`config.mk`:
```
export PLATFORM = sky130hd
export DESIGN_NAME = uart_apb_echo_master
export DESIGN_NICKNAME = d
export VERILOG_FILES = /design/src/rtl/uart_apb_echo_master.sv
export SDC_FILE = /design/constraint.sdc
export NUM_CORES = 1
export LEC_CHECK = 0
export BUFFER_PORTS_ARGS = -buffer_cell sky130_fd_sc_hd__buf_2
export CAP_MARGIN = 40
export CORE_ASPECT_RATIO = 0.5
export CORE_MARGIN = 3
export CORE_UTILIZATION = 58
export DETAILED_ROUTE_END_ITERATION = 12
export GPL_ROUTABILITY_DRIVEN = 0
export GPL_TIMING_DRIVEN = 1
export PLACE_DENSITY_LB_ADDON = 0.15
export SYNTH_ARGS = -nofsm -noshare
export SYNTH_HDL_FRONTEND = slang
export SYNTH_SLANG_ARGS = --single-unit
```
`constraint.sdc`:
```
create_clock -name PCLK -period 7.1 [get_ports PCLK]
set_clock_uncertainty 0.2 [all_clocks]
set_input_delay 0 -clock PCLK [delete_from_list [all_inputs] [get_ports PCLK]]
set_output_delay 0 -clock PCLK [all_outputs]
set_load 0.02 [all_outputs]
```
`src/rtl/uart_apb_echo_master.sv`:
```
// APB master that enables the UART, polls STATUS and echoes every received byte
// back through TXDATA via a small FIFO. Optional macro: UART_ECHO_UPCASE_EN (upcase a..z on push).
module uart_apb_echo_master #(
   parameter int unsigned FIFO_DEPTH = 8,
   parameter logic [31:0] BASE_ADDR  = 32'h0000_0000,
   parameter int unsigned POLL_GAP   = 4
) (
   input  logic                        PCLK,
   input  logic                        PRESET,
   input  logic                        run,
   output logic [31:0]                 PADDR,
   output logic                        PSEL,
   output logic                        PENABLE,
   output logic                        PWRITE,
   output logic [31:0]                 PWDATA,
   input  logic [31:0]                 PRDATA,
   input  logic                        PREADY,
   output logic [$clog2(FIFO_DEPTH):0] fifo_count,
   output logic [7:0]                  err_count,
   output logic [7:0]                  drop_count
);

   localparam int AW = $clog2(FIFO_DEPTH);
   localparam int GW = (POLL_GAP > 1) ? $clog2(POLL_GAP) : 1;
   localparam logic [AW:0]   FULL_CNT = (AW+1)'(FIFO_DEPTH);
   localparam logic [GW-1:0] GAP_LAST = GW'(POLL_GAP - 1);

   localparam logic [31:0] OFS_CTRL   = 32'h0000_0000;
   localparam logic [31:0] OFS_STATUS = 32'h0000_0004;
   localparam logic [31:0] OFS_TXDATA = 32'h0000_0008;
   localparam logic [31:0] OFS_RXDATA = 32'h0000_000C;

   typedef enum logic [2:0] {INIT_WR, POLL_RD, DECIDE, RX_RD, TX_WR, GAP} state_t;
   typedef enum logic [1:0] {PH_IDLE, PH_SETUP, PH_ACCESS} phase_t;

   state_t state_q, state_d;
   phase_t phase_q, phase_d;

   logic          tx_busy_q, rx_valid_q, rx_err_q;
   logic [GW-1:0] gap_cnt;
   logic [7:0]    mem [FIFO_DEPTH];
   logic [AW-1:0] wr_ptr, rd_ptr;
   logic [AW:0]   count_q;
   logic          fifo_full, fifo_empty, done;

   logic          load, write_d, cap_status, push, pop, err_inc, drop_inc;
   logic [31:0]   addr_d, wdata_d;
   logic [7:0]    push_byte;

   logic          unused_prdata;
   assign unused_prdata = ^PRDATA[31:8];

   function automatic logic [7:0] echo_byte(input logic [7:0] b);
`ifdef UART_ECHO_UPCASE_EN
      if (b >= 8'h61 && b <= 8'h7A) return b - 8'h20;
`endif
      return b;
   endfunction

   assign PSEL       = (phase_q != PH_IDLE);
   assign PENABLE    = (phase_q == PH_ACCESS);
   assign done       = (phase_q == PH_ACCESS) && PREADY;
   assign fifo_full  = (count_q == FULL_CNT);
   assign fifo_empty = (count_q == '0);
   assign fifo_count = count_q;
   assign push_byte  = echo_byte(PRDATA[7:0]);

   always_ff @(posedge PCLK) begin
      if (PRESET) begin
         state_q <= INIT_WR;
         phase_q <= PH_IDLE;
      end else begin
         state_q <= state_d;
         phase_q <= phase_d;
      end
   end

   // Each transfer state walks IDLE -> SETUP -> ACCESS; RX/TX enter at SETUP
   // because DECIDE already provides the idle cycle after the STATUS read.
   always_comb begin
      state_d    = state_q;
      phase_d    = phase_q;
      load       = 1'b0;
      addr_d     = '0;
      write_d    = 1'b0;
      wdata_d    = '0;
      cap_status = 1'b0;
      push       = 1'b0;
      pop        = 1'b0;
      err_inc    = 1'b0;
      drop_inc   = 1'b0;
      if (phase_q == PH_SETUP) phase_d = PH_ACCESS;
      case (state_q)
         INIT_WR: begin
            if (phase_q == PH_IDLE) begin
               phase_d = PH_SETUP;
               load    = 1'b1;
               addr_d  = BASE_ADDR + OFS_CTRL;
               write_d = 1'b1;
               wdata_d = 32'h0000_0003;
            end else if (done) begin
               state_d = POLL_RD;
               phase_d = PH_IDLE;
            end
         end
         POLL_RD: begin
            if (phase_q == PH_IDLE) begin
               if (run) begin
                  phase_d = PH_SETUP;
                  load    = 1'b1;
                  addr_d  = BASE_ADDR + OFS_STATUS;
               end
            end else if (done) begin
               cap_status = 1'b1;
               state_d    = DECIDE;
               phase_d    = PH_IDLE;
            end
         end
         DECIDE: begin
            if (rx_valid_q) begin
               state_d = RX_RD;
               phase_d = PH_SETUP;
               load    = 1'b1;
               addr_d  = BASE_ADDR + OFS_RXDATA;
            end else if (!fifo_empty && !tx_busy_q) begin
               state_d = TX_WR;
               phase_d = PH_SETUP;
               load    = 1'b1;
               addr_d  = BASE_ADDR + OFS_TXDATA;
               write_d = 1'b1;
               wdata_d = {24'h0, mem[rd_ptr]};
            end else if (POLL_GAP == 0) begin
               state_d = POLL_RD;
            end else begin
               state_d = GAP;
            end
         end
         RX_RD: begin
            if (done) begin
               if (rx_err_q)       err_inc  = 1'b1;
               else if (fifo_full) drop_inc = 1'b1;
               else                push     = 1'b1;
               state_d = POLL_RD;
               phase_d = PH_IDLE;
            end
         end
         TX_WR: begin
            if (done) begin
               pop     = 1'b1;
               state_d = POLL_RD;
               phase_d = PH_IDLE;
            end
         end
         GAP: begin
            if (gap_cnt == GAP_LAST) state_d = POLL_RD;
         end
         default: begin
            state_d = INIT_WR;
            phase_d = PH_IDLE;
         end
      endcase
   end

   always_ff @(posedge PCLK) begin
      if (PRESET) begin
         PADDR      <= '0;
         PWRITE     <= 1'b0;
         PWDATA     <= '0;
         tx_busy_q  <= 1'b0;
         rx_valid_q <= 1'b0;
         rx_err_q   <= 1'b0;
         gap_cnt    <= '0;
         wr_ptr     <= '0;
         rd_ptr     <= '0;
         count_q    <= '0;
         err_count  <= '0;
         drop_count <= '0;
      end else begin
         if (load) begin
            PADDR  <= addr_d;
            PWRITE <= write_d;
            PWDATA <= wdata_d;
         end
         if (cap_status) begin
            tx_busy_q  <= PRDATA[0];
            rx_valid_q <= PRDATA[3];
            rx_err_q   <= PRDATA[4];
         end
         gap_cnt <= (state_q == GAP) ? gap_cnt + 1'b1 : '0;
         if (push) begin
            wr_ptr  <= wr_ptr + 1'b1;
            count_q <= count_q + 1'b1;
         end
         if (pop) begin
            rd_ptr  <= rd_ptr + 1'b1;
            count_q <= count_q - 1'b1;
         end
         if (err_inc && err_count != 8'hFF)   err_count  <= err_count + 8'd1;
         if (drop_inc && drop_count != 8'hFF) drop_count <= drop_count + 8'd1;
      end
   end

   always_ff @(posedge PCLK) begin
      if (push) mem[wr_ptr] <= push_byte;
   end

endmodule

```
=== Word level (Yosys, flattened, before mapping) ===
Memory sizes are Yosys's and may differ from the RTL's. A register that Yosys moved wholly into a read port is not among the register bits.
Cells that the tools add are included.

* Equality and inequality tests: 15
* Magnitude comparators: 0
* Shift operators: 0
* Muxes and demuxes: 54
* Add/subtract/negate cells: 7
* Reductions and logical operators: 14
* Bitwise operators: 1
* Multiply operators: 0
* Divide/modulo/power cells: 0

{| class="wikitable"
|+ Operator list
! kind !! count
|-
| $mux W3 || 10
|-
| $mux W1 || 24
|-
| $add A8 B1 Y8 const B || 2
|-
| $mux W2 || 8
|-
| $mux W4 || 4
|-
| $mux W8 || 2
|-
| $ne A8 B8 Y1 const B || 2
|-
| $pmux W8 S2 || 1
|-
| $pmux W3 S5 || 1
|-
| $pmux W2 S5 || 1
|-
| $ne A2 B2 Y1 const B || 4
|-
| $pmux W4 S2 || 1
|-
| $add A3 B1 Y3 const B || 2
|-
| $eq A3 B2 Y1 const B || 2
|-
| $eq A3 B3 Y1 const B || 2
|-
| $add A4 B1 Y4 const B || 1
|-
| $eq A2 B2 Y1 const B || 2
|-
| $eq A4 B4 Y1 const B || 1
|-
| $logic_and A1 B1 Y1 || 4
|-
| $logic_not A4 Y1 || 1
|-
| $reduce_and A4 Y1 || 1
|-
| $reduce_bool A2 Y1 || 2
|-
| $reduce_or A2 Y1 || 2
|-
| $sub A4 B1 Y4 const B || 1
|-
| other kinds (9) || 10
|}

* Memories kept: 1
* Latch bits: 0
* Register bits: 101
* Logic and storage cells: 106
* RAM bits: 64
* Bits in read-only memories: 0
* Bits of input ports: 36
* Output and inout bits: 87

{| class="wikitable"
|+ Memory list
! name !! words !! width !! read ports !! clocked after Yosys merged registers in !! wr ports !! line !! RTL
|-
| mem || 8 || 8 || 1 || 1 || 1 || 41 || <nowiki>logic [7:0] mem [FIFO_DEPTH];</nowiki>
|}

=== Logic depth before layout (Yosys ltp) ===
Gate-level depths: netlist of run 1.

* Depth after elaboration: 7
* Mapped depth: 9
* Depth with buffers taken out: 9

=== Worst setup path before layout of run 1 ===
OpenSTA, ideal clock, no wires.

* Path kind: reg-to-reg
* Start point: register phase_q[0]
* End point: memory mem[4][0] (enable)
* Stages on the path, launching flop included: 8
* Setup slack: 4.283 ns
* Clock period less this slack: 2.817 ns
* Buffers on the path: 1
* Required time: 6.517 ns
* Library setup time: 0.383 ns
* Data arrival time: 2.233 ns
* Path through: dfxtp_1 inv_1 ha_1 and4b_2 and4bb_1 buf_2 nand2_1 nor3_1

* Longest elaborated chain between the ends: 6

{| class="wikitable"
|+ Ends and longest elaborated chain
! item !! line !! RTL
|-
| start, declared || 37 || <nowiki>phase_t phase_q, phase_d;</nowiki>
|-
| start signal, assigned || 74 || <nowiki>phase_q <= phase_d;</nowiki>
|-
| $eq A2 B2 Y1 || -- ||
|-
| named net PENABLE || 13 || <nowiki>output logic PENABLE,</nowiki>
|-
| $logic_and A1 B1 Y1 || 62 || <nowiki>assign done = (phase_q == PH_ACCESS) && PREADY;</nowiki>
|-
| $mux W1 || 139 || <nowiki>if (done) begin</nowiki>
|-
| $mux W1 || 93 || <nowiki>case (state_q)</nowiki>
|-
| $mux W1 || 204 || <nowiki>if (push) mem[wr_ptr] <= push_byte;</nowiki>
|-
| $mux W1 (not written as such) || 204 ||
|-
| end, declared || 41 ||
|}

The timed path passes the listed nets, and every way through them passes these cells.

=== Worst setup path after layout of run 1 ===
* Start point: register state_q[0]
* End point: memory mem[5][4] (enable)

* Longest elaborated chain between the ends: 4

{| class="wikitable"
|+ Ends and longest elaborated chain
! item !! line !! RTL
|-
| start, declared || 36 || <nowiki>state_t state_q, state_d;</nowiki>
|-
| start signal, assigned || 73 || <nowiki>state_q <= state_d;</nowiki>
|-
| $eq A3 B2 Y1 || 93 ||
|-
| $mux W1 || 93 ||
|-
| $mux W1 || 204 ||
|-
| $mux W1 (not written as such) || 204 ||
|}

Every way passes these cells.

==> impl_metrics.env, run 1 <==
export IMPL_result_of_the_run="finished clean"
export IMPL_global_route_wire_length_before_repair_um=16590
export IMPL_root_buffer="sky130_fd_sc_hd__clkbuf_16"
export IMPL_period_minus_slack_ns=3.138
export IMPL_grt_pass1_vias=3239
export IMPL_synth_async_sr_flop_share_pct=0
export IMPL_tritoncts="done"
export IMPL_synth_to_final_area_change_pct=15.68
export IMPL_cp_startpoint="state_q[0]"
export IMPL_setup_repair_after_global_routing_missed_its_margin="false"
export IMPL_insertion_delay_ns=0.41
export IMPL_synth_top_area_share_pct=35.58
export IMPL_r2r_start="state_q[0]"
export IMPL_route_layer_met1_wl_um=4932
export IMPL_dp_worst_setup_slack_ns=3.866
export IMPL_globalRoute_totalOverflow=0
export IMPL_final_common_cell="sky130_fd_sc_hd__edfxtp_1"
export IMPL_boundaryPins=123
export IMPL_ys_seq_area_share_pct=54.11
export IMPL_clkPwrFrac_pct=52.3
export IMPL_post_layout_total_power_mw=1.661
export IMPL_final_hold_violating_endpoints=0
export IMPL_clock_sink_count=114
export IMPL_fp_dieArea_mm2=0.01058
export IMPL_slew_headroom_pct=42.80
export IMPL_fp_dieW_um=142.5
export IMPL_synth_warning_count=0
export IMPL_post_synth_edffs=64
export IMPL_layout_cells_non_filler=631
export IMPL_mostFrequentLayoutCells="sky130_fd_sc_hd__edfxtp_1 (64), sky130_fd_sc_hd__conb_1 (54), sky130_fd_sc_hd__dfxtp_1 (50)"
export IMPL_max_cap_violations=0
export IMPL_wirelength_um=10530
export IMPL_layout_filler_cells=596
export IMPL_pwr_share_comb_pct=5.2
export IMPL_required_ns=6.93
export IMPL_power_leakage_nw=2.364
export IMPL_timing_final_setup_violations=0
export IMPL_dr_first_iter_drc_count=253
export IMPL_met3_length_um=611
export IMPL_vias=3503
export IMPL_internal_power_mw=1.304
export IMPL_critical_path_buf_inv_count=0
export IMPL_wire_per_inst_um=16.69
export IMPL_initial_antenna_violation_count=0
export IMPL_postSynthRegisterBits=114
export IMPL_critical_path_cell_chain="and4b_2, and4bb_1, nand2_1, nor2_1"
export IMPL_worst_r2r_path_depth=4
export IMPL_timing_critical_path_max_delay_family="simple AND/OR/NAND/NOR gates"
export IMPL_max_freq_mhz=318.7
export IMPL_synthTopCellsByArea="sky130_fd_sc_hd__edfxtp_1 (36%), sky130_fd_sc_hd__dfxtp_1 (19%), sky130_fd_sc_hd__buf_4 (7.5%), sky130_fd_sc_hd__mux4_2 (6.7%), sky130_fd_sc_hd__ha_1 (2.8%)"
export IMPL_critical_path_peak_fanout=18
export IMPL_n_antenna_cell=0
export IMPL_hpwl_um=6444
export IMPL_vdd_ir_drop_max_mv=0.1966
export IMPL_cellPowerDensity_mw_per_mm2=265.8
export IMPL_timing_final_max_slew_violations=0
export IMPL_routed_via_density=5.552
export IMPL_die_h_um=74.24
export IMPL_setup_reg_to_reg_worst_slack_ns=3.96
export IMPL_hp_class="primary input to flop"
export IMPL_nets=550
export IMPL_worst_setup_path_endpoint="mem[5][4]"
export IMPL_initial_utilization_pct=60.77
export IMPL_detail_route_antenna_nets=0
export IMPL_tns_ns=0
export IMPL_ys_dominant_reg_cell="sky130_fd_sc_hd__edfxtp_1"
export IMPL_drc=0
export IMPL_post_route_worst_setup_slack_ns=3.962
export IMPL_share_seq_of_total_power_pct=42.5
export IMPL_final_period_utilization_pct=44.20
export IMPL_synthesis_area_per_instance_um2=12.30
export IMPL_net_switching_power_mw=0.3565
export IMPL_crit_slowest_cell="sky130_fd_sc_hd__dfxtp_1"
export IMPL_post_cts_resized_instances=0
export IMPL_htree_num_levels=4
export IMPL_placeableCoreArea_mm2=0.008889
export IMPL_post_synth_instance_area_mm2=0.005401
export IMPL_drt_first_pass_iters=4
export IMPL_synth_top_area_cell="sky130_fd_sc_hd__edfxtp_1"
export IMPL_syn_inst=439
export IMPL_rr_endpoint="mem[5][4]"
export IMPL_start_kind="flop"
export IMPL_path_class="flop to flop"
export IMPL_worstMarginPinSlew_ns=0.8580
export IMPL_fp_row_count=24
export IMPL_crit_arrival_ns=2.96
export IMPL_clkTransAtPathRegs_ns=0.05
export IMPL_critical_path_cell_count=4
export IMPL_cts_path_max_buffers=2
export IMPL_post_route_cells_drive_above_1_share_pct=21.40
export IMPL_maxUsedRoutingLayer="met4"
export IMPL_groute_usage_overall_pct=20.81
export IMPL_cts_made_buffers=17
export IMPL_place_port_buffers=44
export IMPL_finish_utilization_pct=70.30
export IMPL_critPathMaxStageDelay_ns=0.72
export IMPL_dr_wl_met2_um=4929
export IMPL_worstSetupEndpointType="flop"
export IMPL_numPlacedInstances=587
export IMPL_post_synth_num_cell_types=64
export IMPL_grt_start_max_net_pins=46
export IMPL_switching_share_pct=21.47
==> layout make-up <==
class | instances | area (µm²) | share of cell area, %
repair buffers | 62 | 387.9 | 6.207
flip-flops and latches | 114 | 2923 | 46.78
well taps | 117 | 146.4 | 2.343
inverters | 11 | 41.29 | 0.6608
multi-input cells | 295 | 2142 | 34.28
clock inverters | 8 | 126.4 | 2.022
clock buffers | 24 | 481.7 | 7.709
==> worst reg2reg max path: cells and delay by family, from the launching register on <==
| kind | cells | cell delay (ns) |
|---|---|---|
| AND/OR/NAND/NOR | 4 | 1.86 |
| flip-flops | 1 | 0.72 |
==> synthesized netlist by cell type (11+ instances only) <==
cell / number
sky130_fd_sc_hd__ha_1: 12
sky130_fd_sc_hd__inv_1: 11
sky130_fd_sc_hd__a21oi_1: 25
sky130_fd_sc_hd__nand2_1: 15
sky130_fd_sc_hd__buf_4: 54
sky130_fd_sc_hd__dfxtp_1: 50
sky130_fd_sc_hd__o21ai_0: 12
sky130_fd_sc_hd__mux4_2: 16
sky130_fd_sc_hd__nand3_1: 12
sky130_fd_sc_hd__edfxtp_1: 64
sky130_fd_sc_hd__nor2_1: 30
sky130_fd_sc_hd__mux2i_1: 13
==> cell families after synthesis <==
family	synth area share [%]
flops	54.11
buf+inv	9.914
xor+xnor	0.6487
fa+ha+maj	3.150
simple gates	13.50
other cells	0.06943
compound gates	8.478
mux	10.12
==> what timing repair did <==
action	in CTS	in global routing
setup buffers	0	0
endpoints found under the hold margin	74	0
hold buffers	10	0
==> power by group through the flow <==
stage | combinational, mW | sequential (mW) | clock [mW]
floorplan | 0.0796 | 0.723 | 0
global placement | 0.0807 | 0.719 | 0
detailed placement | 0.0810 | 0.719 | 0
CTS | 0.0860 | 0.705 | 0.878
global route | 0.0950 | 0.706 | 0.909
finish | 0.0865 | 0.705 | 0.869
==> state kept, by name (all words and copies together), names as in the netlist, named ones only <==
name	cells
mem	64
PWDATA	8
drop_count	8
err_count	8
fifo_count	4
rd_ptr	3
state_q	3
wr_ptr	3
PADDR	2
gap_cnt	2
phase_q	2
PWRITE	1
rx_err_q	1
rx_valid_q	1
tx_busy_q	1
==> layer usage <==
metal  track usage (%)  up-vias
met5                 0        -
met1             27.65     1697
met3             6.872        6
li1                  -     1667
met2             32.33      133
met4             8.114        0
==> per-stage QoR <==
| step | area (µm²) | hold WS, ns |
|---|---|---|
| after detailed placement | 5525 | 0.07466 |
| final | 6248 | 0.01806 |
| after CTS | 6233 | 0.006528 |
| after global routing | 6248 | 0.08463 |
| after global placement | 5488 | 0.07305 |
| after floorplan | 5600 | -0.1011 |
==> worst min path at each step <==
stage | start | endpoint | slack, ns | cells after the start
2_1_floorplan | PRDATA[0] | mem[0][0] | -0.10 | 0
3_3_place_gp | PRDATA[1] | mem[3][1] | 0.07 | 1
5_1_grt | run | PWRITE | 0.08 | 4
6_report | run | PADDR[3] | 0.02 | 5
3_5_place_dp | PRDATA[5] | mem[7][5] | 0.07 | 1
4_1_cts | run | PADDR[3] | 0.007 | 5
No activity file was read; power rests on OpenSTA's default activity.
==> run 2: changes to the inputs <==
--- a/config.mk
+++ b/config.mk
@@ -9,7 +9,7 @@
 export CAP_MARGIN = 40
 export CORE_ASPECT_RATIO = 0.5
 export CORE_MARGIN = 3
-export CORE_UTILIZATION = 58
+export CORE_UTILIZATION = 49
 export DETAILED_ROUTE_END_ITERATION = 12
 export GPL_ROUTABILITY_DRIVEN = 0
 export GPL_TIMING_DRIVEN = 1
==> constraint.sdc (replaced) <==
create_clock -name PCLK -period 2.53 [get_ports PCLK]
set_clock_uncertainty 0.2 [all_clocks]
set_input_delay 0 -clock PCLK [delete_from_list [all_inputs] [get_ports PCLK]]
set_output_delay 0 -clock PCLK [all_outputs]
set_load 0.02 [all_outputs]
==> run 2 against run 1 <==
Net effect: first-iteration DRC count decreased by 31%; combinational power increased to 2.9 times the previous value; wire length decreased by 0.80%; critical path type unchanged; largest power group unchanged.
==> impl_metrics.env, run 2 (synthesized netlist as in run 1, its figures left out) <==
export IMPL_grt_start_max_net_pins=25
export IMPL_holdPathStages=2
export IMPL_global_route_wire_length_before_repair_um=16580
export IMPL_worstSetupEndpointType="flop"
export IMPL_clock_sink_count=114
export IMPL_min_to="mem[5][5]"
export IMPL_placeableCoreArea_mm2=0.01048
export IMPL_hold_worst_slack_ns=0.2010
export IMPL_cts_path_max_buffers=2
export IMPL_initial_antenna_violation_count=0
export IMPL_finish_utilization_pct=60.24
export IMPL_period_minus_slack_ns=2.314
export IMPL_path_class="flop to flop"
export IMPL_timing_final_max_slew_violations=0
export IMPL_synth_to_final_area_change_pct=16.82
export IMPL_wire_per_inst_um=15.68
export IMPL_result_of_the_run="finished clean"
export IMPL_vias=3510
export IMPL_cellPowerDensity_mw_per_mm2=700.3
export IMPL_start_kind="flop"
export IMPL_tritoncts="done"
export IMPL_routed_via_density=5.270
export IMPL_hpwl_um=6990
export IMPL_hp_class="primary input to flop"
export IMPL_root_buffer="sky130_fd_sc_hd__clkbuf_16"
export IMPL_die_h_um=80.24
export IMPL_fp_dieW_um=154.5
export IMPL_r2r_start="phase_q[0]"
export IMPL_boundaryPins=123
export IMPL_insertion_delay_ns=0.41
export IMPL_globalRoute_totalOverflow=0
export IMPL_fp_row_count=26
export IMPL_max_freq_mhz=432.1
export IMPL_crit_arrival_ns=2.45
export IMPL_place_port_buffers=44
export IMPL_post_cts_resized_instances=0
export IMPL_initial_utilization_pct=51.56
export IMPL_power_leakage_nw=2.413
export IMPL_fp_dieArea_mm2=0.01240
export IMPL_final_hold_violating_endpoints=0
export IMPL_worstMarginPinSlew_ns=0.5771
export IMPL_slew_headroom_pct=61.43
export IMPL_groute_usage_overall_pct=17.52
export IMPL_vdd_ir_drop_max_mv=0.5014
export IMPL_drc=0
export IMPL_max_cap_violations=0
export IMPL_drt_first_pass_iters=4
export IMPL_setup_reg_to_reg_worst_slack_ns=0.22
export IMPL_worst_r2r_path_depth=6
export IMPL_clkTransAtPathRegs_ns=0.06
export IMPL_wirelength_um=10450
export IMPL_final_period_utilization_pct=91.48
export IMPL_worst_hold_startpoint="PRDATA[5]"
export IMPL_required_ns=2.66
export IMPL_dr_first_iter_drc_count=174
export IMPL_nets=562
export IMPL_critical_path_peak_fanout=13
export IMPL_cts_made_buffers=17
export IMPL_htree_num_levels=4
export IMPL_post_route_cells_drive_above_1_share_pct=23.76
export IMPL_registers_top_by_ff_count="mem"
export IMPL_mostFrequentLayoutCells="sky130_fd_sc_hd__edfxtp_1 (64), sky130_fd_sc_hd__conb_1 (54), sky130_fd_sc_hd__dfxtp_1 (50)"
export IMPL_setup_repair_after_global_routing_missed_its_margin="false"
export IMPL_layout_filler_cells=860
export IMPL_timing_final_setup_violations=0
export IMPL_n_antenna_cell=0
export IMPL_rr_endpoint="drop_count[5]"
export IMPL_final_common_cell="sky130_fd_sc_hd__edfxtp_1"
export IMPL_flip_flop_count_of_the_largest_register_all_copies_and_words_added=64
export IMPL_tns_ns=0
export IMPL_detail_route_antenna_nets=0
export IMPL_grt_pass1_vias=3247
run 2: changes by cell type in the layout (fill, tap and decap cells not counted), moves of 2 or more:
cell,delta
sky130_fd_sc_hd__buf_4,+12
sky130_fd_sc_hd__clkinv_2,+4
sky130_fd_sc_hd__clkbuf_8,-3
sky130_fd_sc_hd__bufinv_16,-2
sky130_fd_sc_hd__clkbuf_1,-2
sky130_fd_sc_hd__inv_6,+2
sky130_fd_sc_hd__nor3_1,-2
sky130_fd_sc_hd__nor3_2,+2
run 2: critical path, cell delays in order (launching register included):
cell and delay (ns):
sky130_fd_sc_hd__dfxtp_1 0.32, sky130_fd_sc_hd__inv_1 0.10, sky130_fd_sc_hd__ha_1 0.27, sky130_fd_sc_hd__and4b_2 0.31, sky130_fd_sc_hd__nand4b_2 0.31, sky130_fd_sc_hd__or4_1 0.58
sky130_fd_sc_hd__a21oi_1 0.15
run 2: timing repair:
action                    in CTS  in global routing
hold buffers                  11                  0
setup buffers                  0                  0
hold endpoints to repair      88                  0
run 2: final cells by class:
cell class | instances | area, µm² | area share, %
clock buffer | 19 | 432.9 | 6.861
clock inverter | 13 | 112.6 | 1.785
inverter | 11 | 41.29 | 0.6544
multi-input combinational | 295 | 2152 | 34.11
sequential | 114 | 2923 | 46.32
tap | 140 | 175.2 | 2.776
timing repair buffer | 74 | 473.0 | 7.496
run 2: worst max path at each step:
stage	slack, ns	start	cells after the start	end
CTS	0.19	phase_q[0]	10	fifo_count[2]
finish	0.22	phase_q[0]	6	drop_count[5]
global route	0.06	phase_q[0]	10	fifo_count[2]
floorplan	-0.07	phase_q[0]	7	mem[5][0]
global placement	0.26	phase_q[0]	6	drop_count[5]
detailed placement	0.22	phase_q[0]	10	fifo_count[2]
run 2: layer usage:
metal / up-vias / GRT usage, % / part of all wire, %
li1: 1693 / - / -
met1: 1702 / 22.55 / 47
met2: 111 / 28.65 / 47
met3: 4 / 4.629 / 6.2
met4: 0 / 6.872 / 0.36
met5: - / 0 / 0
run 2: where the power goes:
group          internal [mW]  switching, mW
logic                 0.0680          0.180
registers               1.97        0.00850
clock network           1.35          0.846
total                   3.38           1.03
run 2: per-stage QoR:
step / setup slack (ns) / power [mW] / cell area (µm²) / instances
6_report: 0.2155 / 4.418 / 6310 / 666
5_1_grt: 0.05503 / 4.569 / 6310 / 666
4_1_cts: 0.1945 / 4.463 / 6310 / 666
3_5_place_dp: 0.2154 / 2.251 / 5654 / 623
3_3_place_gp: 0.2561 / 2.249 / 5654 / 623
2_1_floorplan: -0.07340 / 2.253 / 5610 / 492
